## config.mk

```make
export PLATFORM = sky130hd
export DESIGN_NAME = lift_door_ctrl_flat
export DESIGN_NICKNAME = d
export VERILOG_FILES = /design/src/rtl/lift_door_ctrl_if.sv /design/src/rtl/lift_door_ctrl.sv /design/src/flat_wrapper.sv
export SDC_FILE = /design/constraint.sdc
export NUM_CORES = 1
export LEC_CHECK = 0
export ABC_AREA = 1
export ABC_CLOCK_PERIOD_IN_PS = 1600
export CAP_MARGIN = 20
export CELL_PAD_IN_SITES_DETAIL_PLACEMENT = 1
export CELL_PAD_IN_SITES_GLOBAL_PLACEMENT = 2
export CORE_ASPECT_RATIO = 0.9
export CORE_MARGIN = 1.5
export CORE_UTILIZATION = 31
export DETAILED_ROUTE_END_ITERATION = 8
export PLACE_DENSITY_LB_ADDON = 0.12
export RECOVER_POWER = 50
export SLEW_MARGIN = 15
export SYNTH_ARGS = -nofsm -noshare
export SYNTH_HDL_FRONTEND = slang
export SYNTH_SLANG_ARGS = --single-unit
```

## constraint.sdc

```tcl
create_clock -name clk -period 1.6 [get_ports clk]
set_input_delay 0.48 -clock clk [delete_from_list [all_inputs] [get_ports clk]]
set_output_delay 0.48 -clock clk [all_outputs]
set_load 0.005 [all_outputs]
```

## src/rtl/lift_door_ctrl_if.sv

```systemverilog
// Door controller signal bundle: request/sensor inputs from the upstream
// request logic and the motor/status outputs back to the motion logic.
interface lift_door_ctrl_if;
  logic       open_req;
  logic       moving;
  logic       obstruct;
  logic       motor_open;
  logic       motor_close;
  logic       door_closed;
  logic [7:0] door_pos;
  logic [1:0] state;

  // Upstream side: drives requests/sensors, observes door status
  modport master (
    output open_req,
    output moving,
    output obstruct,
    input  motor_open,
    input  motor_close,
    input  door_closed,
    input  door_pos,
    input  state
  );

  // Door controller side
  modport slave (
    input  open_req,
    input  moving,
    input  obstruct,
    output motor_open,
    output motor_close,
    output door_closed,
    output door_pos,
    output state
  );
endinterface

```

## src/rtl/lift_door_ctrl.sv

```systemverilog
// Lift door controller: turns a level open request into a timed
// open / hold / close cycle, reversing on obstruction or a fresh request.
// All outputs are Moore, decoded from registered state only.
module lift_door_ctrl #(
  parameter int unsigned TRAVEL = 4,
  parameter int unsigned HOLD   = 6
) (
  input  logic             clk,
  input  logic             rst_n,
  lift_door_ctrl_if.slave  bus
);

  typedef enum logic [1:0] {
    CLOSED  = 2'b00,
    OPENING = 2'b01,
    OPEN    = 2'b10,
    CLOSING = 2'b11
  } state_e;

  localparam logic [7:0] POS_OPEN      = 8'(TRAVEL);
  localparam logic [7:0] POS_LAST_STEP = 8'(TRAVEL - 1);
  localparam logic [7:0] HOLD_LAST     = 8'(HOLD - 1);

  state_e     state_q, state_d;
  logic [7:0] pos_q, pos_d;
  logic [7:0] hold_q, hold_d;

  // Either a new request or an obstruction keeps the door from closing
  logic reopen;
  assign reopen = bus.open_req | bus.obstruct;

  // State, position and dwell registers with asynchronous reset
  always_ff @(posedge clk or negedge rst_n) begin
    if (!rst_n) begin
      state_q <= CLOSED;
      pos_q   <= '0;
      hold_q  <= '0;
    end else begin
      state_q <= state_d;
      pos_q   <= pos_d;
      hold_q  <= hold_d;
    end
  end

  // Next-state, position and dwell-count logic
  always_comb begin
    state_d = state_q;
    pos_d   = pos_q;
    hold_d  = hold_q;
    case (state_q)
      CLOSED: begin
        if (bus.open_req && !bus.moving) begin
          state_d = OPENING;
        end
      end
      OPENING: begin
        if (pos_q == POS_LAST_STEP) begin
          pos_d   = POS_OPEN;
          hold_d  = '0;
          state_d = OPEN;
        end else begin
          pos_d = pos_q + 8'd1;
        end
      end
      OPEN: begin
        if (reopen) begin
          hold_d = '0;
        end else if (hold_q == HOLD_LAST) begin
          state_d = CLOSING;
        end else begin
          hold_d = hold_q + 8'd1;
        end
      end
      CLOSING: begin
        // Reversal is checked first so an obstruction on the final step
        // still stops the door from shutting.
        if (reopen) begin
          state_d = OPENING;
        end else if (pos_q == 8'd1) begin
          pos_d   = '0;
          state_d = CLOSED;
        end else begin
          pos_d = pos_q - 8'd1;
        end
      end
      default: begin
        state_d = CLOSED;
        pos_d   = '0;
        hold_d  = '0;
      end
    endcase
  end

  assign bus.motor_open  = (state_q == OPENING);
  assign bus.motor_close = (state_q == CLOSING);
  assign bus.door_closed = (state_q == CLOSED);
  assign bus.door_pos    = pos_q;
  assign bus.state       = state_q;

endmodule

```

## src/flat_wrapper.sv

```systemverilog
// flat-port wrapper written by rule: the top's interface ports become plain ports
module lift_door_ctrl_flat 
#(
  parameter int unsigned TRAVEL = 4,
  parameter int unsigned HOLD   = 6
)
  (clk, rst_n, bus_open_req, bus_moving, bus_obstruct, bus_motor_open, bus_motor_close, bus_door_closed, bus_door_pos, bus_state);
  lift_door_ctrl_if bus_i ();
  input  logic clk;
  input  logic rst_n;
  input wire logic [$bits(bus_i.open_req)-1:0] bus_open_req;
  input wire logic [$bits(bus_i.moving)-1:0] bus_moving;
  input wire logic [$bits(bus_i.obstruct)-1:0] bus_obstruct;
  output wire logic [$bits(bus_i.motor_open)-1:0] bus_motor_open;
  output wire logic [$bits(bus_i.motor_close)-1:0] bus_motor_close;
  output wire logic [$bits(bus_i.door_closed)-1:0] bus_door_closed;
  output wire logic [$bits(bus_i.door_pos)-1:0] bus_door_pos;
  output wire logic [$bits(bus_i.state)-1:0] bus_state;
  assign bus_i.open_req = bus_open_req;
  assign bus_i.moving = bus_moving;
  assign bus_i.obstruct = bus_obstruct;
  assign bus_motor_open = bus_i.motor_open;
  assign bus_motor_close = bus_i.motor_close;
  assign bus_door_closed = bus_i.door_closed;
  assign bus_door_pos = bus_i.door_pos;
  assign bus_state = bus_i.state;
  lift_door_ctrl #(.TRAVEL(TRAVEL), .HOLD(HOLD)) u_core (.clk(clk), .rst_n(rst_n), .bus(bus_i));
endmodule
```

==> impl_summary.md <==
Clock tree
The clock tree from TritonCTS is built. The clock tree root buffer cell is sky130_fd_sc_hd__clkbuf_8. The number of CTS-inserted buffers is 3.

Clock-pin slew was measured on the worst setup and hold paths at 0.08 ns. The clock insertion delay at the later pin of the skew report is 0.26 ns. In this run the number of H-tree levels came out at 1. The longest clock path from root to sink contains 2 buffers. The clock sink total is 18. For this design, the CTS-stage hold fixing added 0 buffers.

Timing
The smallest clock period supported by the final layout is computed as 1.609 ns. The count of final setup violators is 1. Headroom to the max-slew limit came out at 63.63%. At the pin with the least slew margin, the transition time is 0.5456 ns. For the final database, setup skew stands at 0.004454 ns. Derived from the worst setup path, the maximum achievable clock frequency is 621.6 MHz. The max-slew violation count was 0. The number of hold-slack violations in the final timing report is 0. In the post-route analysis, the smallest setup slack over all paths is -0.008718 ns. Setup repair after global routing could not meet its margin everywhere. In the finished design, the share of the clock period the worst path needs comes to 100.5%.

Yosys
The cell type with the highest aggregate area in the netlist is sky130_fd_sc_hd__dfrtp_1. Sorting the synthesized cells by area gives the leading types as sky130_fd_sc_hd__dfrtp_1, sky130_fd_sc_hd__nand2_1, sky130_fd_sc_hd__ha_1, sky130_fd_sc_hd__inv_1, sky130_fd_sc_hd__nand3_1. The fraction of registers with async set/reset is 100.0%. The commonest cells after synthesis are sky130_fd_sc_hd__nand2_1, sky130_fd_sc_hd__inv_1, sky130_fd_sc_hd__nand3_1, sky130_fd_sc_hd__nor2_1, sky130_fd_sc_hd__dfrtp_1. The count of unique library cells instantiated by Yosys is 30. The post-synth design cell area is 1595 sq um. For this run, the register share of the synthesized area comes to 28.24%. After synthesis, the mean cell area works out to 6.876 sq um. The count of flip-flops with a built-in enable after synthesis is 0. Synthesis produced 232 cells. In the synthesized netlist the dominant register cell turns out to be sky130_fd_sc_hd__dfrtp_1. The synthesized design devotes to its leading area cell type 28.24% of total area. Synthesis produced a netlist with a net count of 247. The synthesis warning total is 0.

The most common cell in the synthesized netlist is sky130_fd_sc_hd__nand2_1. Synthesis inferred 18 register bits.

Floorplan
The die is 78.62 um wide. After floorplanning, the core was divided into 24 placement rows. In this run the count of I/O pins placed on the die edge is 18. The die is 71.06 um tall. The die covers 5586 sq um.

After floorplanning, the core was sized to cover 4895 sq um. The effective utilization at floorplan is 32.59%.

Worst setup path
STA classifies the critical path startpoint as a register. For the worst flop-to-flop path, the logic depth is 8. The cell type with the highest occurrence count on the critical path is sky130_fd_sc_hd__buf_6. The minimum setup slack among reg-to-reg paths is 0.04 ns. The delay of the slowest cell on the worst path is 0.47 ns. The critical-path maximum fanout is 5. The most critical setup path has its startpoint at u_core.bus.state[0]. The critical path in this run is classified as reg -> out.

In this run the critical register-to-register path is captured at u_core.hold_q[3]. Traced cell by cell, the critical path runs through buf_6 > ha_4 > buf_6. The category of the worst setup path capture point is an output pin.

Data on the critical path arrives at its endpoint at 1.13 ns. The end point of the critical path is bus_motor_close. The library cell contributing the largest single delay on the critical path is sky130_fd_sc_hd__dfrtp_2. In this run the critical register-to-register path is launched from u_core.bus.door_pos[6].

For the worst setup path, the data required time is 1.12 ns.

Global route
The number of global-route vias before repair came to 1784. The initial antenna violation count is 0. The remaining global-route overflow is 0. The first global-routing pass estimated 8694 um of wire. Global routing consumed, over all layers together, 19.73% of the routing resources. Entering global routing, the biggest net connects 19 pins.

Power
The switching part of the total power is 45.79%. The share of total power in sequential cells is 17.1%. The power density over the cells is 1688 nW/um^2. Per report_power, the clock group accounts for 9.4% of the total. Of the total power, combinational logic draws 73.4%. Summed over all nets, the switching power comes to 1.891 mW. The worst ir drop on vdd is 1.062 mV. Cell internal power was estimated by the tool at 2.239 mW. The leakage power is 1.253 nW.

Detailed routing
The post-detailed-routing wire length is 5166 um. The final antenna-violating net count is 0. The number of optimization iterations in the first detailed-route pass is 4. The detailed router placed 1720 vias in this run. In the final routed layout, each cell accounts on average for 14.23 um. The residual DRC count is 0. The first-iteration detailed-routing DRC count is 67.

The via density per instance is 4.738.

Finish
Once layout is complete, the utilization of the core stands at 49.97%. The post-layout instance count excluding filler cells is 363. From synthesis to final layout, the design area changed by 53.33%. After the last flow step, the layout net total stands at 314. The final antenna diode count is 0.

The layout cell share with drive strength beyond 1 is 36.58%. Once layout is done, the placed cells without fillers occupy 2446 sq um.

Placed design
Once placement finished, the instance area stood at 2039 sq um. At the end of routability-driven placement, the weighted congestion stood at 0.7773. The count of port buffers added during placement is 17. Summed over all nets, the half-perimeter wirelength after detailed placement is 3676 um. Including well taps, the total number of placed cells is 339.

Status
The final reports fail on setup timing. The run finished, with violations left.

Job
The number of maximum-capacitance violations is 0.

Hold path
The min-delay analysis places its worst path in the category reg -> reg.
==> layout by cell type (no fill, tap or decap), types with 2 or more instances in the layout <==
cell	count
sky130_fd_sc_hd__a31oi_1	2
sky130_fd_sc_hd__o21ai_4	2
sky130_fd_sc_hd__clkbuf_8	4
sky130_fd_sc_hd__o21bai_1	3
sky130_fd_sc_hd__nand3_4	2
sky130_fd_sc_hd__o21ai_0	6
sky130_fd_sc_hd__inv_1	23
sky130_fd_sc_hd__nand2_2	5
sky130_fd_sc_hd__a21oi_1	3
sky130_fd_sc_hd__nor2_1	16
sky130_fd_sc_hd__nand3_1	21
sky130_fd_sc_hd__buf_4	42
sky130_fd_sc_hd__buf_6	12
sky130_fd_sc_hd__dlygate4sd2_1	9
sky130_fd_sc_hd__nand4_1	12
sky130_fd_sc_hd__nor2_2	4
sky130_fd_sc_hd__nand2_1	65
sky130_fd_sc_hd__clkbuf_2	2
sky130_fd_sc_hd__dfrtp_2	5
sky130_fd_sc_hd__ha_1	4
sky130_fd_sc_hd__clkdlybuf4s50_1	2
sky130_fd_sc_hd__nor2_4	6
sky130_fd_sc_hd__nand2_4	4
sky130_fd_sc_hd__ha_4	5
sky130_fd_sc_hd__inv_2	5
sky130_fd_sc_hd__xor2_1	4
sky130_fd_sc_hd__o21ai_1	2
sky130_fd_sc_hd__o21ai_2	5
sky130_fd_sc_hd__dfrtp_1	13
==> cells by family after synthesis <==
family | count (synthesis) | share of synthesized area [%]
xor gates and xnor gates | 4 | 2.196
AOI/OAI and AO/OA | 24 | 10.20
and+or+nand+nor | 138 | 41.02
buffers and inverters | 38 | 10.51
adders and majority gates | 10 | 7.843
DFF | 18 | 28.24
==> repair_timing <==
| item | 4_1_cts | 5_1_grt |
|---|---|---|
| pin swaps | 5 | 8 |
| hold endpoints to repair | 0 | 0 |
| cloned | 0 | 1 |
| setup endpoints to repair | 20 | 22 |
| resized for setup | 45 | 38 |
| setup buffers | 14 | 6 |
==> sequential cells by signal, indices dropped and copies added, names as in the netlist <==
signal / cells
u_core.hold_q: 8
u_core.bus.door_pos: 8
u_core.bus.state: 2
==> metrics by stage <==
stage | setup WS, ns | setup TNS [ns] | power (mW) | hold WS, ns
finish | -0.008718 | -0.008718 | 4.130 | 0.5643
global route | -0.04355 | -0.2342 | 4.502 | 0.6031
CTS | -0.1002 | -0.3388 | 3.780 | 0.5546
detailed placement | -0.2162 | -3.135 | 3.044 | 0.5361
global placement | -0.1841 | -2.647 | 3.012 | 0.5369
floorplan | 0.1584 | 0 | 2.064 | 0.1844
==> worst max-delay path: cells and delay by family (launching register included) <==
| kind | cells | cell delay, ns |
|---|---|---|
| DFF | 1 | 0.47 |
| buffers and inverters | 2 | 0.25 |
| adders and majority gates | 1 | 0.15 |
==> power groups by stage <==
stage / Combinational [mW] / Clock (mW) / Sequential, mW
finish: 3.03 / 0.390 / 0.707
global route: 3.35 / 0.427 / 0.722
CTS: 2.69 / 0.403 / 0.692
detailed placement: 2.29 / 0 / 0.753
global placement: 2.26 / 0 / 0.749
floorplan: 1.36 / 0 / 0.707
==> metal layers <==
layer	vias up	track usage (%)	routed length, um	share of wire (%)
met2	20	32.76	2476	48
met1	816	27.15	2512	49
met5	-	0	0	0
met4	0	3.770	27	0.52
li1	880	-	-	-
met3	4	3.226	149	2.9
==> cell type report <==
| cell class | count | area [sq um] |
|---|---|---|
| Fill cell | 631 | 2449 |
| Multi-Input combinational cell | 177 | 1154 |
| Timing Repair Buffer | 69 | 581.8 |
| Sequential cell | 18 | 456.7 |
| Inverter | 30 | 117.6 |
| Tap cell | 65 | 81.33 |
| Clock buffer | 4 | 55.05 |
==> how the worst min path moves through the flow <==
stage	slack [ns]	depth (start not counted)	startpoint	end
finish	0.56	2	u_core.hold_q[6]	u_core.hold_q[6]
global route	0.60	2	u_core.hold_q[6]	u_core.hold_q[6]
CTS	0.55	2	u_core.hold_q[7]	u_core.hold_q[7]
detailed placement	0.54	2	u_core.hold_q[7]	u_core.hold_q[7]
global placement	0.54	2	u_core.hold_q[6]	u_core.hold_q[6]
floorplan	0.18	0	rst_n	u_core.bus.door_pos[0]
No activity file was read; power rests on OpenSTA's default activity.
